File: src/rtl/chunk_adder_seq.sv
// -----------------------------------------------------------------------------
// chunk_adder_seq
//
// Multi-cycle adder/subtractor. Two WIDTH-bit operands are added CHUNK bits
// per clock, least-significant chunk first. A ripple carry is held between
// chunks. A start/busy/done handshake frames each operation. The result,
// carry-out and signed-overflow flag are registered and held until the next
// completion.
//
// Optional feature macro:
//   CHUNK_ADDER_SAT_EN - when defined, a signed overflow clamps S to the
//                        signed limit that matches the sign of operand A.
//                        When undefined, S wraps modulo 2^WIDTH.
//
// Parameters:
//   WIDTH  operand/result width (must be a multiple of CHUNK)
//   CHUNK  bits processed per clock
//
// Ports:
//   clk    clock, rising edge
//   rst    asynchronous active-high reset
//   start  request; sampled only in IDLE or DONE
//   sub    0: A+B+Cin, 1: A-B (Cin ignored); latched at start
//   A, B   operands; latched at start
//   Cin    carry-in for add; latched at start
//   busy   high while chunks are being processed
//   done   one-cycle completion pulse
//   S      registered result
//   Cout   registered carry out of the MSB (sub: 1 = no borrow)
//   OV     registered signed overflow
// -----------------------------------------------------------------------------
module chunk_adder_seq #(
    parameter int WIDTH = 16,
    parameter int CHUNK = 4
) (
    input  logic             clk,
    input  logic             rst,
    input  logic             start,
    input  logic             sub,
    input  logic [WIDTH-1:0] A,
    input  logic [WIDTH-1:0] B,
    input  logic             Cin,
    output logic             busy,
    output logic             done,
    output logic [WIDTH-1:0] S,
    output logic             Cout,
    output logic             OV
);

    localparam int N     = WIDTH / CHUNK;
    localparam int IDX_W = (N > 1) ? $clog2(N) : 1;
    localparam logic [IDX_W-1:0] LAST_IDX = IDX_W'(N - 1);

    typedef enum logic [1:0] {
        ST_IDLE = 2'd0,
        ST_RUN  = 2'd1,
        ST_DONE = 2'd2
    } state_t;

    state_t           state;
    logic [IDX_W-1:0] idx;
    logic [WIDTH-1:0] a_reg;
    logic [WIDTH-1:0] b_reg;   // already inverted for subtraction
    logic             carry;
    logic [WIDTH-1:0] work;    // partial sum, never exposed on S

    logic [CHUNK-1:0] a_chunk;
    logic [CHUNK-1:0] b_chunk;
    logic [CHUNK:0]   chunk_sum;
    logic [WIDTH-1:0] next_work;
    logic             ov_next;
    logic [WIDTH-1:0] result_next;

`ifdef CHUNK_ADDER_SAT_EN
    // Clamp to the signed limit on overflow. Overflow only happens when both
    // operands share a sign, so the sign of A picks the limit.
    function automatic logic [WIDTH-1:0] saturate(
        input logic [WIDTH-1:0] sum,
        input logic             ovf,
        input logic             a_msb
    );
        logic signed [WIDTH-1:0] lim;
        if (!ovf) begin
            return sum;
        end
        if (a_msb) begin
            lim = {1'b1, {(WIDTH-1){1'b0}}};
        end else begin
            lim = {1'b0, {(WIDTH-1){1'b1}}};
        end
        return lim;
    endfunction
`endif

    // One ripple slice. It works on the chunk selected by idx.
    always_comb begin
        a_chunk   = a_reg[int'(idx)*CHUNK +: CHUNK];
        b_chunk   = b_reg[int'(idx)*CHUNK +: CHUNK];
        chunk_sum = {1'b0, a_chunk} + {1'b0, b_chunk} + {{CHUNK{1'b0}}, carry};
        next_work = work;
        next_work[int'(idx)*CHUNK +: CHUNK] = chunk_sum[CHUNK-1:0];
        // The overflow flag is only meaningful on the final chunk. At that
        // point next_work holds the complete sum.
        ov_next = (a_reg[WIDTH-1] == b_reg[WIDTH-1]) &&
                  (next_work[WIDTH-1] != a_reg[WIDTH-1]);
`ifdef CHUNK_ADDER_SAT_EN
        result_next = saturate(next_work, ov_next, a_reg[WIDTH-1]);
`else
        result_next = next_work;
`endif
    end

    always_ff @(posedge clk or posedge rst) begin
        if (rst) begin
            state <= ST_IDLE;
            idx   <= '0;
            a_reg <= '0;
            b_reg <= '0;
            carry <= 1'b0;
            work  <= '0;
            busy  <= 1'b0;
            done  <= 1'b0;
            S     <= '0;
            Cout  <= 1'b0;
            OV    <= 1'b0;
        end else begin
            done <= 1'b0;
            unique case (state)
                ST_IDLE, ST_DONE: begin
                    // A start in DONE is treated like a start in IDLE, so
                    // operations can be issued back-to-back.
                    if (start) begin
                        a_reg <= A;
                        b_reg <= sub ? ~B : B;
                        carry <= sub ? 1'b1 : Cin;
                        idx   <= '0;
                        busy  <= 1'b1;
                        state <= ST_RUN;
                    end else begin
                        state <= ST_IDLE;
                    end
                end
                ST_RUN: begin
                    work  <= next_work;
                    carry <= chunk_sum[CHUNK];
                    if (idx == LAST_IDX) begin
                        S     <= result_next;
                        Cout  <= chunk_sum[CHUNK];
                        OV    <= ov_next;
                        idx   <= '0;
                        busy  <= 1'b0;
                        done  <= 1'b1;
                        state <= ST_DONE;
                    end else begin
                        idx <= idx + 1'b1;
                    end
                end
                default: begin
                    state <= ST_IDLE;
                    busy  <= 1'b0;
                end
            endcase
        end
    end

endmodule

File: config.mk
export PLATFORM = sky130hd
export DESIGN_NAME = chunk_adder_seq
export DESIGN_NICKNAME = d
export VERILOG_FILES = /design/src/rtl/chunk_adder_seq.sv
export SDC_FILE = /design/constraint.sdc
export NUM_CORES = 1
export LEC_CHECK = 0
export ABC_AREA = 0
export CAP_MARGIN = 20
export CORE_UTILIZATION = 61
export CTS_CLUSTER_DIAMETER = 40
export CTS_CLUSTER_SIZE = 20
export DETAILED_ROUTE_END_ITERATION = 10
export DONT_BUFFER_PORTS = 1
export HOLD_SLACK_MARGIN = 0.12
export PLACE_DENSITY = 0.86
export SYNTH_ARGS = -nofsm -noshare
export SYNTH_HDL_FRONTEND = slang
export SYNTH_SLANG_ARGS = --single-unit
File: constraint.sdc
create_clock -name clk -period 3.85 [get_ports clk]
set_input_delay 0.77 -clock clk [delete_from_list [all_inputs] [get_ports clk]]
set_output_delay 0.77 -clock clk [all_outputs]
set_load 0.05 [all_outputs]
# Word-level counts from Yosys, hierarchy flattened
# Index checks and enable logic that the tools add are counted.
dict set report op_classes {
  reduce_logical 8
  n_mul 0
  shifts 4
  mux 16
  n_bitwise 1
  n_lt_le_gt_ge 0
  add_sub_neg 4
  div_mod_pow 0
  n_eq_ne 7
}
# op count
set ops {}
lappend ops {{$neg A4 Y33} 1}
lappend ops {{$shift A4 B33 Y16 const A} 1}
lappend ops {{$shiftx A4 B33 Y16} 1}
lappend ops {{$shiftx A16 B5 Y4} 2}
lappend ops {{$bwmux W16} 1}
lappend ops {{$mux W16} 1}
lappend ops {{$not A16 Y16} 1}
lappend ops {{$pmux W2 S2} 2}
lappend ops {{$reduce_and A2 Y1} 4}
lappend ops {{$mux W1} 7}
lappend ops {{$mux W2} 3}
lappend ops {{$add A4 B4 Y5} 1}
lappend ops {{$add A5 B1 Y5} 1}
lappend ops {{$eq A2 B2 Y1 const B} 2}
lappend ops {{$ne A2 B2 Y1 const B} 2}
lappend ops {{$pmux W1 S2} 2}
lappend ops {{$add A2 B1 Y2 const B} 1}
lappend ops {{$eq A2 B1 Y1 const B} 1}
lappend ops {{$logic_not A2 Y1} 1}
lappend ops {{$reduce_bool A2 Y1} 1}
lappend ops {{$reduce_or A2 Y1} 1}
lappend ops {{$eq A1 B1 Y1} 1}
lappend ops {{$logic_and A1 B1 Y1} 1}
lappend ops {{$ne A1 B1 Y1} 1}
dict set report totals {
  latch_bits 0
  ram_bits 0
  mem_bits_ro 0
  word_cells 51
  reg_bits 73
  n_memories 0
  out_inout_bits 20
}

# Depth between registers and ports, before layout
# Gate-level depths: netlist of run 1.
dict set report logic_depth {
  depth_word 7
  ltp_mapped 9
  depth_no_buf 8
}

# Least setup slack after synthesis of run 1
# No wires, ideal clock.
dict set report synth_path {
  path_kind {reg2reg}
  startpoint {reg idx[0]}
  endpoint {reg work[14]}
  path_buffers 1
  path_stages_with_launch 9
  setup_time_ns 0.121
  path_slack_ns 1.129
  arrival_ns 2.600
  path_cell_list {dfrtp_1 buf_2 mux4_2 fa_1 inv_1 fa_1 xnor2_1 and2_1 a22o_2}
}
dict set report synth_via {
  elab_chain_cells 5
}
# item line_no
set synth_rtl {}
lappend synth_rtl {{start: declaration} 61} ;# logic [IDX_W-1:0] idx;
lappend synth_rtl {{start signal: assignment} 155} ;# idx <= idx + 1'b1;
lappend synth_rtl {{$shiftx A16 B5 Y4, on equally long branches} {97, 98}}
lappend synth_rtl {{$add A4 B4 Y5} 99} ;# chunk_sum = {1'b0, a_chunk} + {1'b0, b_chunk} + {{CHUNK{1'b0}}, carry};
lappend synth_rtl {{$add A5 B1 Y5} 99}
lappend synth_rtl {{$shiftx A4 B33 Y16} 101} ;# next_work[int'(idx)*CHUNK +: CHUNK] = chunk_sum[CHUNK-1:0];
lappend synth_rtl {{$bwmux W16 (*)} 101}
lappend synth_rtl {{end signal: assignment} 144} ;# work <= next_work;
lappend synth_rtl {{end: declaration} 65} ;# logic [WIDTH-1:0] work;
# Mark *: on every way between the ends. The rest lies on a longest branch, timed or not.
# A chain may end at the register's enable or synchronous reset.

# Worst setup path in the final report of run 1
# Same ends and word-level chain as after synthesis.

==> results of run 1 <==
-- power breakdown --
group          switching [mW]  internal, mW
Combinational           0.903         0.634
Clock                   0.267         0.365
Sequential              0.514          1.08
Total                    1.68          2.08
-- worst min-delay path: stages, from the launching register on --
cell     delay, ns
dfrtp_1       0.34
nand2_1       0.04
o21ai_0       0.06
-- worst paths after layout --
path	start	to	slack, ns
max in group asynchronous	rst	S[13]$_DFFE_PP0P_	2.59
hold reg to reg	work[15]$_DFFE_PP0P_	work[15]$_DFFE_PP0P_	0.48
min in group asynchronous	rst	busy$_DFFE_PP0P_	0.52
setup / recovery	idx[0]$_DFFE_PP0P_	work[14]$_DFFE_PP0P_	0.84
setup reg to reg	idx[0]$_DFFE_PP0P_	work[14]$_DFFE_PP0P_	0.84
hold / removal	work[15]$_DFFE_PP0P_	work[15]$_DFFE_PP0P_	0.48
-- layout by cell type (no fill, tap or decap), types with 2 or more instances in the layout --
| cell | instances |
|---|---|
| nand2_1 | 88 |
| dfrtp_1 | 73 |
| o21ai_0 | 35 |
| xnor2_1 | 17 |
| nor2b_1 | 11 |
| a21oi_1 | 11 |
| inv_1 | 11 |
| ha_1 | 9 |
| clkbuf_8 | 9 |
| nor2_1 | 8 |
| mux4_2 | 8 |
| a32o_1 | 7 |
| a22o_1 | 7 |
| clkbuf_1 | 4 |
| buf_4 | 4 |
| nor3b_1 | 3 |
| o22a_1 | 3 |
| a22oi_1 | 3 |
| nand2b_1 | 2 |
| o31ai_1 | 2 |
| a21o_1 | 2 |
| a22o_2 | 2 |
| fa_1 | 2 |
| bufinv_16 | 2 |
-- per-layer routing --
metal | share of wire | vias up
li1 | - | 1156
met1 | 0.45 | 1156
met2 | 0.48 | 68
met3 | 0.049 | 12
met4 | 0.023 | 0
met5 | 0 | -
-- logic make-up after synthesis --
kind of cell,after synthesis,synth area share
xor+xnor,17,0.0424
mux,8,0.0513
fa+ha+maj,11,0.0435
simple gates,125,0.169
flops,73,0.520
buf+inv,30,0.0335
compound gates,76,0.140
-- metrics by stage --
stage / hold slack [ns] / cell area [sq um] / worst slack [ns] / cells / power (mW)
floorplan: 0.440 / 3510 / 1.13 / 340 / 2.75
global placement: 0.454 / 3560 / 0.892 / 399 / 3.05
detailed placement: 0.465 / 3560 / 0.834 / 399 / 3.13
CTS: 0.482 / 3770 / 0.825 / 415 / 3.77
global route: 0.504 / 3770 / 0.608 / 415 / 4.05
finish: 0.482 / 3770 / 0.836 / 415 / 3.76
-- cells in the mapped netlist (3+ instances only) --
cell type  instances  area share
o22a_1             3      0.0075
a22oi_1            3      0.0064
nor2b_1           11       0.020
inv_1             12       0.013
o21ai_0           35       0.050
nor2_1             8      0.0086
buf_2              3      0.0043
a32o_1             7       0.020
ha_1               9       0.032
clkbuf_1          12       0.013
nand2_1           88       0.094
xnor2_1           17       0.042
mux4_2             8       0.051
dfrtp_1           73        0.52
nor3b_1            3      0.0064
a21oi_1           11       0.016
a22o_1             7       0.017
-- cell type report --
cell class | instances | area [sq um]
clock buffers | 13 | 139
clock inverters | 3 | 65.1
fillers | 430 | 1770
inverters | 13 | 48.8
multi-input cells | 237 | 1570
flip-flops and latches | 73 | 1830
well taps | 72 | 90.1
repair buffers | 4 | 30.0
==> results by group, run 1 <==
Status
  • Status: complete, no violations

Global routing
  • M2 GR Usage: 0.388
  • Vias in the first global route: 2317
  • First-pass GRT wire length: 11100 microns
  • Met3 Use GR: 0.0506
  • Largest net degree at the start of global routing: 51
  • GRT busiest layer: met2
  • Antenna violations before repair: 0
  • Total gr overflow: 0
  • Gr usage total: 0.246
  • M1 GR Usage: 0.326

STA
  • Final Hold Vio Count: 0
  • Max Clk Rate: 332 MHz
  • Tcrit/Tclk final: 0.783
  • Clock skew: 0.00493 ns
  • Relative slew slack: 0.291
  • Max Slew Vio Count: 0
  • Worst-Margin Slew: 1.06 ns
  • RSZ-0062 raised after global routing: no
  • TNS Setup: 0 ns
  • Fin crit period: 3.01 ns
  • Final setup viols: 0

Routing
  • Routed vias: 2392
  • First-pass detailed-route iteration total: 4
  • DRC viols: 0
  • Vias/cell: 5.76
  • Final wirelength: 6630 microns
  • 1st-iter DRT viols: 132
  • Wirelength per Cell: 16.0 microns
  • Routed Antenna Nets: 0

Floorplan
  • Die Height: 77.9 microns
  • Row cnt: 27
  • # IOs: 57
  • Total core area: 5540 sq um
  • Die width: 77.9 microns
  • Initial Util: 0.634
  • Die ar.: 6060 sq um

Critical path
  • WP data required: 4.09 ns
  • WP data arrival: 3.25 ns
  • Max FO, Critical Path: 19
  • Reg2Reg Depth: 7
  • Worst Setup End Kind: flop
  • Cell at the slowest stage of the critical path: dfrtp_1
  • Critical path cell sequence: mux4_2 > fa_1 > inv_1 > fa_1 > xnor2_1 > and2_1 > a22o_2
  • CP top delay family: flip-flops
  • Startpoint types: flop
  • Worst path most repeated cell: fa_1
  • Worst setup path class: reg -> reg
  • WP depth: 7
  • Slowest cell delay on critical path: 0.87 ns
  • WP buf/inv: 1

Worst hold path
  • Hold WC Path Type: reg -> reg
  • Hold Crit Depth: 2

Clock network
  • # Post-CTS Setup Buffers: 0
  • Clock slew at reported path FFs: 0.07 ns
  • Hold bufs inserted after CTS: 0
  • Max clock buf depth: 2
  • CTS buffer count: 9
  • Cts repair resizes: 0
  • Sink Count: 73
  • Clk_lat worst skew: 0.34 ns
  • CTS tree: built
  • H-Tree Depth: 3
  • Clock root buffer: clkbuf_8

Job
  • Max-Cap Viols: 0

Synth
  • Synth Flop Type: dfrtp_1
  • Async SR Flop Fraction: 1.00
  • Post-synthesis register bit count: 73
  • Post-Syn Area per Cell: 10.3 sq um
  • Gate Count Post-Synth: 340
  • Sequential share of the synthesized area: 0.520
  • Post-synth EDFFs: 0
  • Netlist Area Pre-Place: 3510 sq um
  • Syn Nets: 388
  • Distinct cell type count after synthesis: 42
  • Yosys warns: 0

Power
  • Pwr dens: 999 nW/um^2
  • LEAKAGE: 1.73 nW
  • VDD IR-drop max: 0.000480 V

Final layout
  • Final nets: 386
  • Area Overhead vs Synth: 7.27%
  • Ant. Diodes: 0
  • Post-Route Utilization: 0.680
  • Share of layout cells above drive strength 1: 0.0933

Placement
  • Port buffer count: 0
  • Routability cong.: 0.830
  • HPWL after DPL: 4760 microns
No activity file was read; power rests on OpenSTA's default activity.
==> inputs of run 2 (changes only) <==
Clock period 3.85 ns to 2.9 ns, I/O delays scaled along.
==> results by group, run 2 (synthesis gave the netlist of run 1 again) <==
STA
  • TNS Setup: 0 ns
  • Tcrit/Tclk final: 0.923
  • Worst-Margin Slew: 0.718 ns
  • Fin crit period: 2.68 ns
  • Max Clk Rate: 373 MHz
  • Max Slew Vio Count: 0
  • Relative slew slack: 0.521
  • RSZ-0062 raised after global routing: no
  • Clock skew: 0.0103 ns
  • Final Hold Vio Count: 0
  • Final setup viols: 0

Final layout
  • Ant. Diodes: 0
  • Area Overhead vs Synth: 8.23%
  • Share of layout cells above drive strength 1: 0.115
  • Commonest cells after routing, fill and taps aside: nand2_1, dfrtp_1, o21ai_0
  • Multi-input logic area: 1570 sq um
  • Final nets: 390
  • Final Cell Area: 3800 sq um
  • Fillers: 433
  • Post-Route Utilization: 0.686
  • Commonest non-fill, non-tap cell in the layout: nand2_1
  • FF+latch area: 1830 sq um

Job
  • Max-Cap Viols: 0

Floorplan
  • Initial Util: 0.634
  • Die width: 77.9 microns
  • Die Height: 77.9 microns
  • Die ar.: 6060 sq um
  • Total core area: 5540 sq um
  • Row cnt: 27
  • # IOs: 57

Critical path
  • WP depth: 7
  • CP top delay family: compound AO/OA/AOI/OAI gates
  • Worst setup path class: reg -> reg
  • WP data required: 3.19 ns
  • Slowest cell delay on critical path: 0.63 ns
  • WP data arrival: 2.97 ns
  • Cell at the slowest stage of the critical path: dfrtp_1
  • Reg2Reg Depth: 7
  • Reg-to-Reg Start: idx[0]$_DFFE_PP0P_
  • Register-to-register setup slack: 0.22 ns
  • Crit. Startpoint: idx[0]$_DFFE_PP0P_
  • WP buf/inv: 1
  • Max FO, Critical Path: 9
  • Critical R2R Capture: work[7]$_DFFE_PP0P_
  • Worst Setup End Kind: flop
  • Critical path cell sequence: mux4_2 > ha_1 > a21oi_1 > a21boi_0 > buf_4 > nor2_1 > a32o_1
  • Crit path to: work[7]$_DFFE_PP0P_
  • Startpoint types: flop

Routing
  • Top routing layer used: met4
  • First-pass detailed-route iteration total: 4
  • Vias/cell: 5.84
  • Routed Antenna Nets: 0
  • Met2 wire len: 3440 microns
  • Final wirelength: 6880 microns
  • 1st-iter DRT viols: 115
  • DR WL met3: 387 microns
  • Wirelength per Cell: 16.4 microns
  • DRC viols: 0
  • Met1 WL: 2910 microns
  • Routed vias: 2449

Power
  • LEAKAGE: 1.75 nW
  • Total power: 5.09 mW
  • VDD IR-drop max: 0.000738 V
  • Pwr dens: 1340 nW/um^2

Global routing
  • First-pass GRT wire length: 11700 microns
  • Gr usage total: 0.258
  • Vias in the first global route: 2475
  • Largest net degree at the start of global routing: 51
  • Antenna violations before repair: 0
  • Total gr overflow: 0

Clock network
  • Hold bufs inserted after CTS: 0
  • Cts repair resizes: 0
  • Max clock buf depth: 2
  • Clock root buffer: clkbuf_8
  • CTS buffer count: 9
  • H-Tree Depth: 3
  • Clock slew at reported path FFs: 0.07 ns
  • CTS tree: built
  • Sink Count: 73
  • # Post-CTS Setup Buffers: 0
  • Clk_lat worst skew: 0.35 ns

Placement
  • DP Area: 3600 sq um
  • Port buffer count: 0
  • Routability cong.: 0.836
  • HPWL after DPL: 4750 microns

Worst hold path
  • Hold WC Path Type: in -> async

Status
  • Status: complete, no violations
==> run 2: final cells by class <==
type | count | share of cell area
clock buffers | 10 | 0.0362
clock inverters | 6 | 0.0151
well taps | 72 | 0.0237
repair buffers | 8 | 0.0191
multi-input cells | 237 | 0.412
inverters | 13 | 0.0128
flip-flops and latches | 73 | 0.481
==> run 2: through the flow <==
stage | hold slack [ns] | setup slack (ns) | instances
3_5_place_dp | 0.467 | 0.218 | 403
5_1_grt | 0.275 | 0.0622 | 419
3_3_place_gp | 0.453 | 0.278 | 403
2_1_floorplan | 0.440 | 0.179 | 340
6_report | 0.220 | 0.222 | 419
4_1_cts | 0.230 | 0.212 | 419
==> run 2: worst min-delay path by stage <==
stage	cells past startpoint	slack [ns]	startpoint	end
2_1_floorplan	2	0.44	a_reg[6]$_DFFE_PP0P_	a_reg[6]$_DFFE_PP0P_
3_3_place_gp	2	0.45	a_reg[2]$_DFFE_PP0P_	a_reg[2]$_DFFE_PP0P_
3_5_place_dp	2	0.47	a_reg[6]$_DFFE_PP0P_	a_reg[6]$_DFFE_PP0P_
4_1_cts	1	0.23	rst	busy$_DFFE_PP0P_
5_1_grt	1	0.27	rst	busy$_DFFE_PP0P_
6_report	1	0.22	rst	busy$_DFFE_PP0P_
==> run 2: report_power, final <==
group | internal [mW] | total, mW | switching [mW]
clock network | 0.414 | 0.787 | 0.373
logic | 0.936 | 2.22 | 1.28
registers | 1.43 | 2.09 | 0.654
total | 2.78 | 5.09 | 2.31
==> run 2: routing by layer <==
metal	up-vias	global-route usage
met5	-	0
met4	0	0.138
met3	15	0.0682
met2	77	0.413
met1	1192	0.319
li1	1165	-
==> inputs of run 3 (changes only) <==
Settings changed: CORE_ASPECT_RATIO set to 0.7, RECOVER_POWER set to 25.
==> results by group, run 3 (synthesis gave the netlist of run 1 again) <==
Clock network
  • CTS buffer count: 9
  • # Post-CTS Setup Buffers: 0
  • Clock root buffer: clkbuf_8
  • Sink Count: 73
  • Max clock buf depth: 2
  • CTS tree: built
  • Cts repair resizes: 0
  • Hold bufs inserted after CTS: 0
  • Clock slew at reported path FFs: 0.08 ns
  • Clk_lat worst skew: 0.36 ns
  • H-Tree Depth: 3

STA
  • TNS Setup: 0 ns
  • RSZ-0062 raised after global routing: no
  • Clock skew: 0.0111 ns
  • Worst-Margin Slew: 1.24 ns
  • Tcrit/Tclk final: 0.922
  • Relative slew slack: 0.175
  • Max Clk Rate: 374 MHz
  • Final Hold Vio Count: 0
  • Fin crit period: 2.67 ns
  • Final setup viols: 0
  • Max Slew Vio Count: 0

Power
  • Internal cell power: 2.79 mW
  • Sequential Power Share: 0.407
  • Sw power: 2.41 mW
  • LEAKAGE: 1.75 nW
  • Total power: 5.20 mW
  • Sw Ratio: 0.464
  • VDD IR-drop max: 0.000553 V
  • Pwr dens: 1370 nW/um^2
  • Clock share of power: 0.165
  • Comb pwr share: 0.429

Worst hold path
  • Hold Crit Depth: 2
  • Hold WC Path Type: in -> reg
  • Min-delay src: A[10]
  • Hold endpoint: a_reg[10]$_DFFE_PP0P_

Routing
  • Vias/cell: 6.15
  • Final wirelength: 7920 microns
  • Wirelength per Cell: 18.9 microns
  • Routed Antenna Nets: 0
  • DRC viols: 0
  • First-pass detailed-route iteration total: 7
  • Routed vias: 2585
  • 1st-iter DRT viols: 225

Final layout
  • Fillers: 391
  • Commonest cells after routing, fill and taps aside: nand2_1, dfrtp_1, o21ai_0
  • Commonest non-fill, non-tap cell in the layout: nand2_1
  • Ant. Diodes: 0
  • Share of layout cells above drive strength 1: 0.112
  • Post-Route Utilization: 0.706
  • Area Overhead vs Synth: 8.45%
  • Final nets: 391

Global routing
  • Largest net degree at the start of global routing: 49
  • Antenna violations before repair: 0
  • Vias in the first global route: 2575
  • Total gr overflow: 0
  • First-pass GRT wire length: 13100 microns
  • Gr usage total: 0.293

Floorplan
  • Die width: 92.7 microns
  • Die ar.: 6070 sq um
  • Initial Util: 0.651
  • Total core area: 5400 sq um
  • # IOs: 57
  • Die Height: 65.5 microns
  • Row cnt: 22

Placement
  • Routability cong.: 0.877
  • HPWL after DPL: 5730 microns
  • Port buffer count: 0

Critical path
  • Max FO, Critical Path: 5
  • Critical R2R Capture: work[15]$_DFFE_PP0P_
  • WP data required: 3.12 ns
  • Worst Setup End Kind: flop
  • Reg-to-Reg Start: idx[1]$_DFFE_PP0P_
  • WP depth: 6
  • Reg2Reg Depth: 6
  • CP top delay family: compound AO/OA/AOI/OAI gates
  • WP buf/inv: 0
  • Critical path cell sequence: mux4_2 > ha_1 > a21oi_1 > a211oi_1 > nor3_1 > o21ai_0
  • Register-to-register setup slack: 0.23 ns
  • Worst setup path class: reg -> reg
  • WP data arrival: 2.89 ns
  • Slowest cell delay on critical path: 0.57 ns
  • Cell at the slowest stage of the critical path: mux4_2
  • Startpoint types: flop

Job
  • Max-Cap Viols: 0

Status
  • Status: complete, no violations
run 3: cell type report:
cell class	count	area, sq um	area share
sequential	73	1830	0.480
multi-input combinational	237	1570	0.411
clock buffer	10	128	0.0335
tap	72	90.1	0.0237
clock inverter	6	82.6	0.0217
timing repair buffer	9	63.8	0.0168
inverter	13	48.8	0.0128
run 3: how the worst max path moves through the flow:
stage | slack, ns | end | startpoint
final | 0.23 | work[15]$_DFFE_PP0P_ | idx[1]$_DFFE_PP0P_
after global routing | 0.14 | OV$_DFFE_PP0P_ | idx[1]$_DFFE_PP0P_
after detailed placement | 0.13 | work[3]$_DFFE_PP0P_ | idx[0]$_DFFE_PP0P_
after CTS | 0.13 | work[3]$_DFFE_PP0P_ | idx[0]$_DFFE_PP0P_
after global placement | 0.29 | work[13]$_DFFE_PP0P_ | idx[0]$_DFFE_PP0P_
after floorplan | 0.18 | work[14]$_DFFE_PP0P_ | idx[0]$_DFFE_PP0P_
run 3: metal layers:
layer | track usage | routed length (microns) | vias up
met4 | 0.106 | 287 | 0
met3 | 0.113 | 821 | 26
met2 | 0.434 | 3470 | 160
li1 | - | - | 1168
met5 | 0 | 0 | -
met1 | 0.397 | 3350 | 1231
run 3: metrics by stage:
step	instance area (sq um)	setup slack (ns)	std cells	hold slack, ns
floorplan	3510	0.179	340	0.440
global placement	3600	0.294	404	0.455
detailed placement	3600	0.131	404	0.468
CTS	3810	0.132	420	0.223
global route	3810	0.143	420	0.324
finish	3810	0.227	420	0.328
run 3: power by group through the flow:
stage | logic, mW | registers, mW | clock network [mW]
6_report | 2.23 | 2.12 | 0.857
5_1_grt | 2.46 | 2.17 | 0.907
4_1_cts | 2.19 | 2.11 | 0.861
3_5_place_dp | 2.18 | 2.12 | 0
3_3_place_gp | 2.03 | 2.09 | 0
2_1_floorplan | 1.67 | 1.98 | 0
